==> src/rtl/memgame_pkg.sv <==
// Shared types for the memory card game: card ids, deck size and the game state encoding.
// Used by the card sequencer and the display FSM.
package memgame_pkg;

  typedef logic [3:0] card_id_t;

  localparam int       NUM_CARDS = 7;
  localparam card_id_t CARD_NONE = 4'd0;

  typedef enum logic [2:0] {
    ST_IDLE,
    ST_DEAL,
    ST_WAIT_RESP,
    ST_CHECK,
    ST_GAME_OVER
  } game_state_t;

  // Map an LFSR value onto a card id in 1..NUM_CARDS.
  function automatic card_id_t card_from_lfsr(input logic [7:0] s);
    logic [7:0] m;
    m = (s % 8'(NUM_CARDS)) + 8'd1;
    return card_id_t'(m);
  endfunction

endpackage

==> src/rtl/card_sequencer_if.sv <==
// Player keys in, card/score/game-over status out.
// master = key/display side, slave = card_sequencer.
interface card_sequencer_if;

  logic                  start;
  logic                  key_match;
  logic                  key_nomatch;
  memgame_pkg::card_id_t card_displayed;
  logic                  show_game_over_screen;
  logic [7:0]            score;
  logic                  game_active;

  modport master (
    output start, key_match, key_nomatch,
    input  card_displayed, show_game_over_screen, score, game_active
  );

  modport slave (
    input  start, key_match, key_nomatch,
    output card_displayed, show_game_over_screen, score, game_active
  );

endinterface

==> src/rtl/card_lfsr.sv <==
// 8-bit Fibonacci LFSR (taps 8,6,5,4), loads seed on reset and advances only when step is high.
// The polynomial is maximal length, so a nonzero seed never reaches the all-zero lock-up state.
module card_lfsr (
  input  logic       clock,
  input  logic       reset,
  input  logic [7:0] seed,
  input  logic       step,
  output logic [7:0] state
);

  logic fb;

  assign fb = state[7] ^ state[5] ^ state[4] ^ state[3];

  always_ff @(posedge clock) begin
    if (reset) begin
      state <= seed;
    end else if (step) begin
      state <= {state[6:0], fb};
    end
  end

endmodule

==> src/rtl/card_sequencer.sv <==
// Memory game sequencer: deals cards, judges same/different answers, keeps score; a new card shows 2 cycles after a correct key edge.
// Define CARD_SEQ_TIMEOUT_EN to make an unanswered card time out into GAME_OVER; otherwise WAIT_RESP waits forever.
module card_sequencer
  import memgame_pkg::*;
#(
  parameter int         TIMEOUT_CYCLES = 250000000,
  parameter int         GO_HOLD        = 16,
  parameter logic [7:0] LFSR_SEED      = 8'hA5
) (
  input  logic             clock,
  input  logic             reset,
  card_sequencer_if.slave  bus
);

  localparam logic [15:0] GO_LOAD = 16'(GO_HOLD - 1);

  game_state_t state, state_nxt;
  card_id_t    card, prev_card;
  logic [7:0]  score;
  logic [15:0] go_cnt;
  logic [7:0]  lfsr;
  logic        start_q, match_q, nomatch_q;
  logic        start_edge, match_edge, nomatch_edge, any_key;
  logic        ans_match, ans_both, ans_correct;
  logic        timeout;
  logic        go_screen, active;

  assign start_edge   = bus.start & ~start_q;
  assign match_edge   = bus.key_match & ~match_q;
  assign nomatch_edge = bus.key_nomatch & ~nomatch_q;
  assign any_key      = match_edge | nomatch_edge;

  card_lfsr u_card_lfsr (
    .clock (clock),
    .reset (reset),
    .seed  (LFSR_SEED),
    .step  (state == ST_DEAL),
    .state (lfsr)
  );

  // First card of a game has nothing to compare against, so any single key is right.
  assign ans_correct = !ans_both &&
                       ((prev_card == CARD_NONE) || (ans_match == (card == prev_card)));

`ifdef CARD_SEQ_TIMEOUT_EN
  localparam logic [27:0] TO_LOAD = 28'(TIMEOUT_CYCLES - 1);
  logic [27:0] to_cnt;

  always_ff @(posedge clock) begin
    if (reset) begin
      to_cnt <= '0;
    end else if (state == ST_DEAL) begin
      to_cnt <= TO_LOAD;
    end else if (state == ST_WAIT_RESP && to_cnt != '0) begin
      to_cnt <= to_cnt - 28'd1;
    end
  end

  assign timeout = (to_cnt == '0);
`else
  logic [27:0] unused_timeout_cycles;
  assign unused_timeout_cycles = 28'(TIMEOUT_CYCLES);
  assign timeout = 1'b0;
`endif

  always_ff @(posedge clock) begin
    if (reset) begin
      state <= ST_IDLE;
    end else begin
      state <= state_nxt;
    end
  end

  always_comb begin
    state_nxt = state;
    go_screen = 1'b0;
    active    = 1'b0;
    unique case (state)
      ST_IDLE: begin
        if (start_edge) state_nxt = ST_DEAL;
      end
      ST_DEAL: begin
        active    = 1'b1;
        state_nxt = ST_WAIT_RESP;
      end
      ST_WAIT_RESP: begin
        active = 1'b1;
        if (any_key)      state_nxt = ST_CHECK;
        else if (timeout) state_nxt = ST_GAME_OVER;
      end
      ST_CHECK: begin
        active    = 1'b1;
        state_nxt = ans_correct ? ST_DEAL : ST_GAME_OVER;
      end
      ST_GAME_OVER: begin
        go_screen = 1'b1;
        if (go_cnt == '0) state_nxt = ST_IDLE;
      end
      default: state_nxt = ST_IDLE;
    endcase
  end

  always_ff @(posedge clock) begin
    if (reset) begin
      card      <= CARD_NONE;
      prev_card <= CARD_NONE;
      score     <= '0;
      go_cnt    <= '0;
      ans_match <= 1'b0;
      ans_both  <= 1'b0;
      start_q   <= 1'b1;
      match_q   <= 1'b1;
      nomatch_q <= 1'b1;
    end else begin
      start_q   <= bus.start;
      match_q   <= bus.key_match;
      nomatch_q <= bus.key_nomatch;
      case (state)
        ST_IDLE: begin
          if (start_edge) begin
            score     <= '0;
            prev_card <= CARD_NONE;
          end
        end
        ST_DEAL: begin
          prev_card <= card;
          card      <= card_from_lfsr(lfsr);
        end
        ST_WAIT_RESP: begin
          if (any_key) begin
            ans_match <= match_edge;
            ans_both  <= match_edge & nomatch_edge;
          end
        end
        ST_CHECK: begin
          if (ans_correct && score != 8'hFF) score <= score + 8'd1;
        end
        ST_GAME_OVER: begin
          if (go_cnt != '0) go_cnt <= go_cnt - 16'd1;
        end
        default: ;
      endcase
      // Both mistake and timeout enter GAME_OVER here, so the blanking is shared.
      if (state_nxt == ST_GAME_OVER && state != ST_GAME_OVER) begin
        card   <= CARD_NONE;
        go_cnt <= GO_LOAD;
      end
    end
  end

  assign bus.card_displayed        = card;
  assign bus.score                 = score;
  assign bus.show_game_over_screen = go_screen;
  assign bus.game_active           = active;

endmodule

==> src/flat_wrapper.sv <==
// flat-port wrapper written by rule: the top's interface ports become plain ports
module card_sequencer_flat import memgame_pkg::*;
#(
  parameter int         TIMEOUT_CYCLES = 250000000,
  parameter int         GO_HOLD        = 16,
  parameter logic [7:0] LFSR_SEED      = 8'hA5
)
  (clock, reset, bus_start, bus_key_match, bus_key_nomatch, bus_card_displayed, bus_show_game_over_screen, bus_score, bus_game_active);
  card_sequencer_if bus_i ();
  input  logic clock;
  input  logic reset;
  input wire logic [$bits(bus_i.start)-1:0] bus_start;
  input wire logic [$bits(bus_i.key_match)-1:0] bus_key_match;
  input wire logic [$bits(bus_i.key_nomatch)-1:0] bus_key_nomatch;
  output wire logic [$bits(bus_i.card_displayed)-1:0] bus_card_displayed;
  output wire logic [$bits(bus_i.show_game_over_screen)-1:0] bus_show_game_over_screen;
  output wire logic [$bits(bus_i.score)-1:0] bus_score;
  output wire logic [$bits(bus_i.game_active)-1:0] bus_game_active;
  assign bus_i.start = bus_start;
  assign bus_i.key_match = bus_key_match;
  assign bus_i.key_nomatch = bus_key_nomatch;
  assign bus_card_displayed = bus_i.card_displayed;
  assign bus_show_game_over_screen = bus_i.show_game_over_screen;
  assign bus_score = bus_i.score;
  assign bus_game_active = bus_i.game_active;
  card_sequencer #(.TIMEOUT_CYCLES(TIMEOUT_CYCLES), .GO_HOLD(GO_HOLD), .LFSR_SEED(LFSR_SEED)) u_core (.clock(clock), .reset(reset), .bus(bus_i));
endmodule
==> config.mk <==
export PLATFORM = sky130hd
export DESIGN_NAME = card_sequencer_flat
export DESIGN_NICKNAME = d
export VERILOG_FILES = /design/src/rtl/memgame_pkg.sv /design/src/rtl/card_sequencer_if.sv /design/src/rtl/card_lfsr.sv /design/src/rtl/card_sequencer.sv /design/src/flat_wrapper.sv
export SDC_FILE = /design/constraint.sdc
export NUM_CORES = 1
export LEC_CHECK = 0
export CAP_MARGIN = 15
export CORE_MARGIN = 2
export CORE_UTILIZATION = 59
export DETAILED_ROUTE_END_ITERATION = 12
export GPL_TIMING_DRIVEN = 1
export PLACE_DENSITY = 0.8
export SYNTH_ARGS = -nofsm -noshare
export SYNTH_HDL_FRONTEND = slang
export SYNTH_SLANG_ARGS = --single-unit
==> constraint.sdc <==
create_clock -name clock -period 5.32 [get_ports clock]
set_input_delay 0.798 -clock clock [delete_from_list [all_inputs] [get_ports clock]]
set_output_delay 0.798 -clock clock [all_outputs]
set_load 0.01 [all_outputs]
==> results.json <==
{
  "start_kind": "flop",
  "drv_slew": 0,
  "ys_ff_latch": 48,
  "drcViolationCount": 0,
  "crit_chain": "and3_1 -> o32ai_1 -> a222oi_1 -> inv_1 -> ha_1 -> o311a_1 -> a221oi_1 -> and3_1 -> nand3b_1 -> nand2_1 -> ha_1 -> inv_1 -> nor2_1 -> nor2_1 -> xnor2_1 -> ha_1 -> xor2_1 -> o2bb2ai_1",
  "fin_cells": 408,
  "slew-limit-headroom": 0.476,
  "layout_commonest_cell": "dfxtp_1",
  "grt.overflow.total": 0,
  "synth-edff-count": 0,
  "synth.distinct_cells": 61,
  "met2WireLength_mm": 2.46,
  "nets": 365,
  "hold_start": "u_core.ans_both",
  "route.antenna.remaining_nets": 0,
  "place.port_buffers": 18,
  "p_per_area_nw_per_um2": 249,
  "irDropWorstVdd_v": 0.000202,
  "cp_slowest_stage_delay_ns": 0.75,
  "cts.sinks": 48,
  "initial_utilization": 0.624,
  "fin_tns_setup_ns": 0,
  "placed_cell_area_um2": 2920,
  "syn_inst": 350,
  "synthFlopType": "dfxtp_1",
  "ios": 19,
  "worstPathArrival_ns": 4.79,
  "yosysSeqAreaShare": 0.346,
  "clk-insertion-delay-late_ns": 0.29,
  "antenna_found_initial": 0,
  "num_vias": 2429,
  "path_delay_family": "compound AO/OA/AOI/OAI gates",
  "htree_levels": 2,
  "synth_area_leaders": "dfxtp_1 35%, nor2_1 5.7%, nand2_1 5.4%, a21oi_1 4.7%, xnor2_1 4.4%",
  "min_period_ns": 4.64,
  "reg2reg_to": "u_core.bus.card_displayed[2]",
  "drt-met1-wl_mm": 2.71,
  "critical_path.max_fanout": 20,
  "design.core.area_um2": 4440,
  "avgSynthCellArea_um2": 7.93,
  "grt_pass1_wl_mm": 9.56,
  "gp_congestion": 0.918,
  "critPathKind": "reg2reg",
  "status": "finished clean",
  "cp_data_required_time_ns": 5.48,
  "hold_end": "u_core.ans_both",
  "root_buffer": "clkbuf_8",
  "crit_top_cell": "ha_1",
  "grt_pass1_vias": 2239,
  "grt_start_max_net_pins": 29,
  "hold_viol": 0,
  "hp-class": "reg2reg",
  "die_x_um": 72.6,
  "synth_top_area_share": 0.346,
  "synth_largest_area_cell": "dfxtp_1",
  "firstDrtPassIters": 4,
  "place_inst": 400,
  "path_clk_slew_ns": 0.09,
  "wl_per_cell_um": 13.3,
  "setup_viol": 0,
  "syn-num-nets": 360,
  "crit_path_end_kind": "flop",
  "maxCapViolCount": 0,
  "postCtsHoldBufs": 0,
  "via_per_inst": 5.95,
  "cts-resized-gates": 0,
  "die_area_um2": 5270,
  "cts_tree": "done",
  "ys_warn_count": 0,
  "numCtsBuffers": 5,
  "ys_async_sr_fraction": 0,
  "rr_worst_depth": 18,
  "grt_usage": 0.219,
  "tightest_slew_ns": 0.780,
  "postCtsSetupRepairBufs": 0,
  "fin_skew_ns": 0.00983,
  "die_h_um": 72.6,
  "num_rows": 24,
  "path_buf_inv": 2,
  "cellLeakagePower_nw": 1.15,
  "reg2reg_slack_ns": 0.68,
  "post-route-period-util": 0.871,
  "holdPathStages": 2,
  "layout_common_cells": "48 x dfxtp_1, 42 x nor2_1, 40 x nand2_1",
  "synthesis.area_um2": 2770,
  "drt-total-wl_mm": 5.42,
  "place_hpwl_mm": 3.79,
  "clock_path_buffers": 2,
  "area_growth_pct": 9.25,
  "max_freq_mhz": 216,
  "rsz0062_at_grt": "no",
  "top_layer_used": "met4",
  "first_iter_violations": 143,
  "met3_length_um": 195,
  "fillers": 378,
  "final_cell_area_um2": 3030,
  "drive_gt1_frac": 0.0702,
  "reg2reg_from": "u_core.u_card_lfsr.state[3]",
  "critPathSlowestCell": "dfxtp_1",
  "antennaDiodeCount": 0
}
area by class of cell:
| type | instances | area, um^2 | area share |
|---|---|---|---|
| clock inverters | 3 | 42.5 | 0.0140 |
| multi-input cells | 267 | 1650 | 0.544 |
| well taps | 52 | 65.1 | 0.0215 |
| repair buffers | 20 | 195 | 0.0644 |
| inverters | 13 | 48.8 | 0.0161 |
| clock buffers | 5 | 68.8 | 0.0227 |
| flip-flops and latches | 48 | 961 | 0.317 |
per-stage QoR:
stage	hold WS, ns	util	setup WS, ns	power (mW)
after floorplan	0.432	-	1.34	0.485
after global placement	0.447	0.657	0.999	0.503
after detailed placement	0.456	0.657	0.765	0.506
after CTS	0.472	0.682	0.728	0.761
after global routing	0.496	0.682	0.202	0.791
final	0.471	0.682	0.684	0.755
synthesized netlist by cell type, types with 5 or more instances:
cell type  count
buf_2          6
ha_1           5
nor2_1        42
dfxtp_1       48
nand3_1       11
inv_1         13
or3_1          6
xor2_1        13
nand4_1        5
a21oi_1       26
o21ai_0       16
nor3_1         5
clkbuf_1      10
xnor2_1       14
nand2_1       40
sequential cells by signal, summed over array words and instances, names as in the netlist:
register                   cells
u_core.go_cnt                 16
u_core.bus.score               8
u_core.u_card_lfsr.state       8
u_core.bus.card_displayed      4
u_core.prev_card               4
u_core.state                   3
u_core.ans_both                1
u_core.ans_match               1
u_core.match_q                 1
u_core.nomatch_q               1
u_core.start_q                 1
tightest hold or removal path: stages (launching register included):
cell and delay (ns):
dfxtp_1 0.32, nand2_1 0.05, a21oi_1 0.05
per-layer routing:
layer / global-route usage / vias to the layer above
met5: 0 / -
met4: 0.0617 / 0
met3: 0.0431 / 8
met2: 0.348 / 39
met1: 0.304 / 1131
li1: - / 1251
worst max path at each step:
| stage | slack, ns | end | startpoint | depth (start not counted) |
|---|---|---|---|---|
| after detailed placement | 0.76 | u_core.bus.card_displayed[2] | u_core.u_card_lfsr.state[3] | 18 |
| after global placement | 1.0 | u_core.bus.card_displayed[2] | u_core.u_card_lfsr.state[6] | 18 |
| after floorplan | 1.34 | u_core.bus.card_displayed[2] | u_core.u_card_lfsr.state[3] | 22 |
| final | 0.68 | u_core.bus.card_displayed[2] | u_core.u_card_lfsr.state[3] | 18 |
| after global routing | 0.20 | u_core.bus.card_displayed[2] | u_core.u_card_lfsr.state[3] | 18 |
| after CTS | 0.73 | u_core.bus.card_displayed[2] | u_core.u_card_lfsr.state[3] | 18 |
cells by family (layout without fill, tap and decap cells):
group	after synthesis	in the layout	synth area share
adder cells (fa/ha/maj)	6	6	0.0266
flip-flops	48	48	0.346
multiplexers	2	2	0.00722
XOR/XNOR	27	27	0.0853
AND/OR/NAND/NOR	144	144	0.255
buffers and inverters	35	41	0.0609
AO/OA/AOI/OAI	88	88	0.218
report_power, final:
part	leakage (nW)	internal, mW	switching, mW
Clock	0.0541	0.139	0.116
Sequential	0.388	0.365	0.0133
Combinational	0.708	0.0552	0.0663
Total	1.15	0.559	0.196
Note: power is estimated with default switching activity, not from simulation.
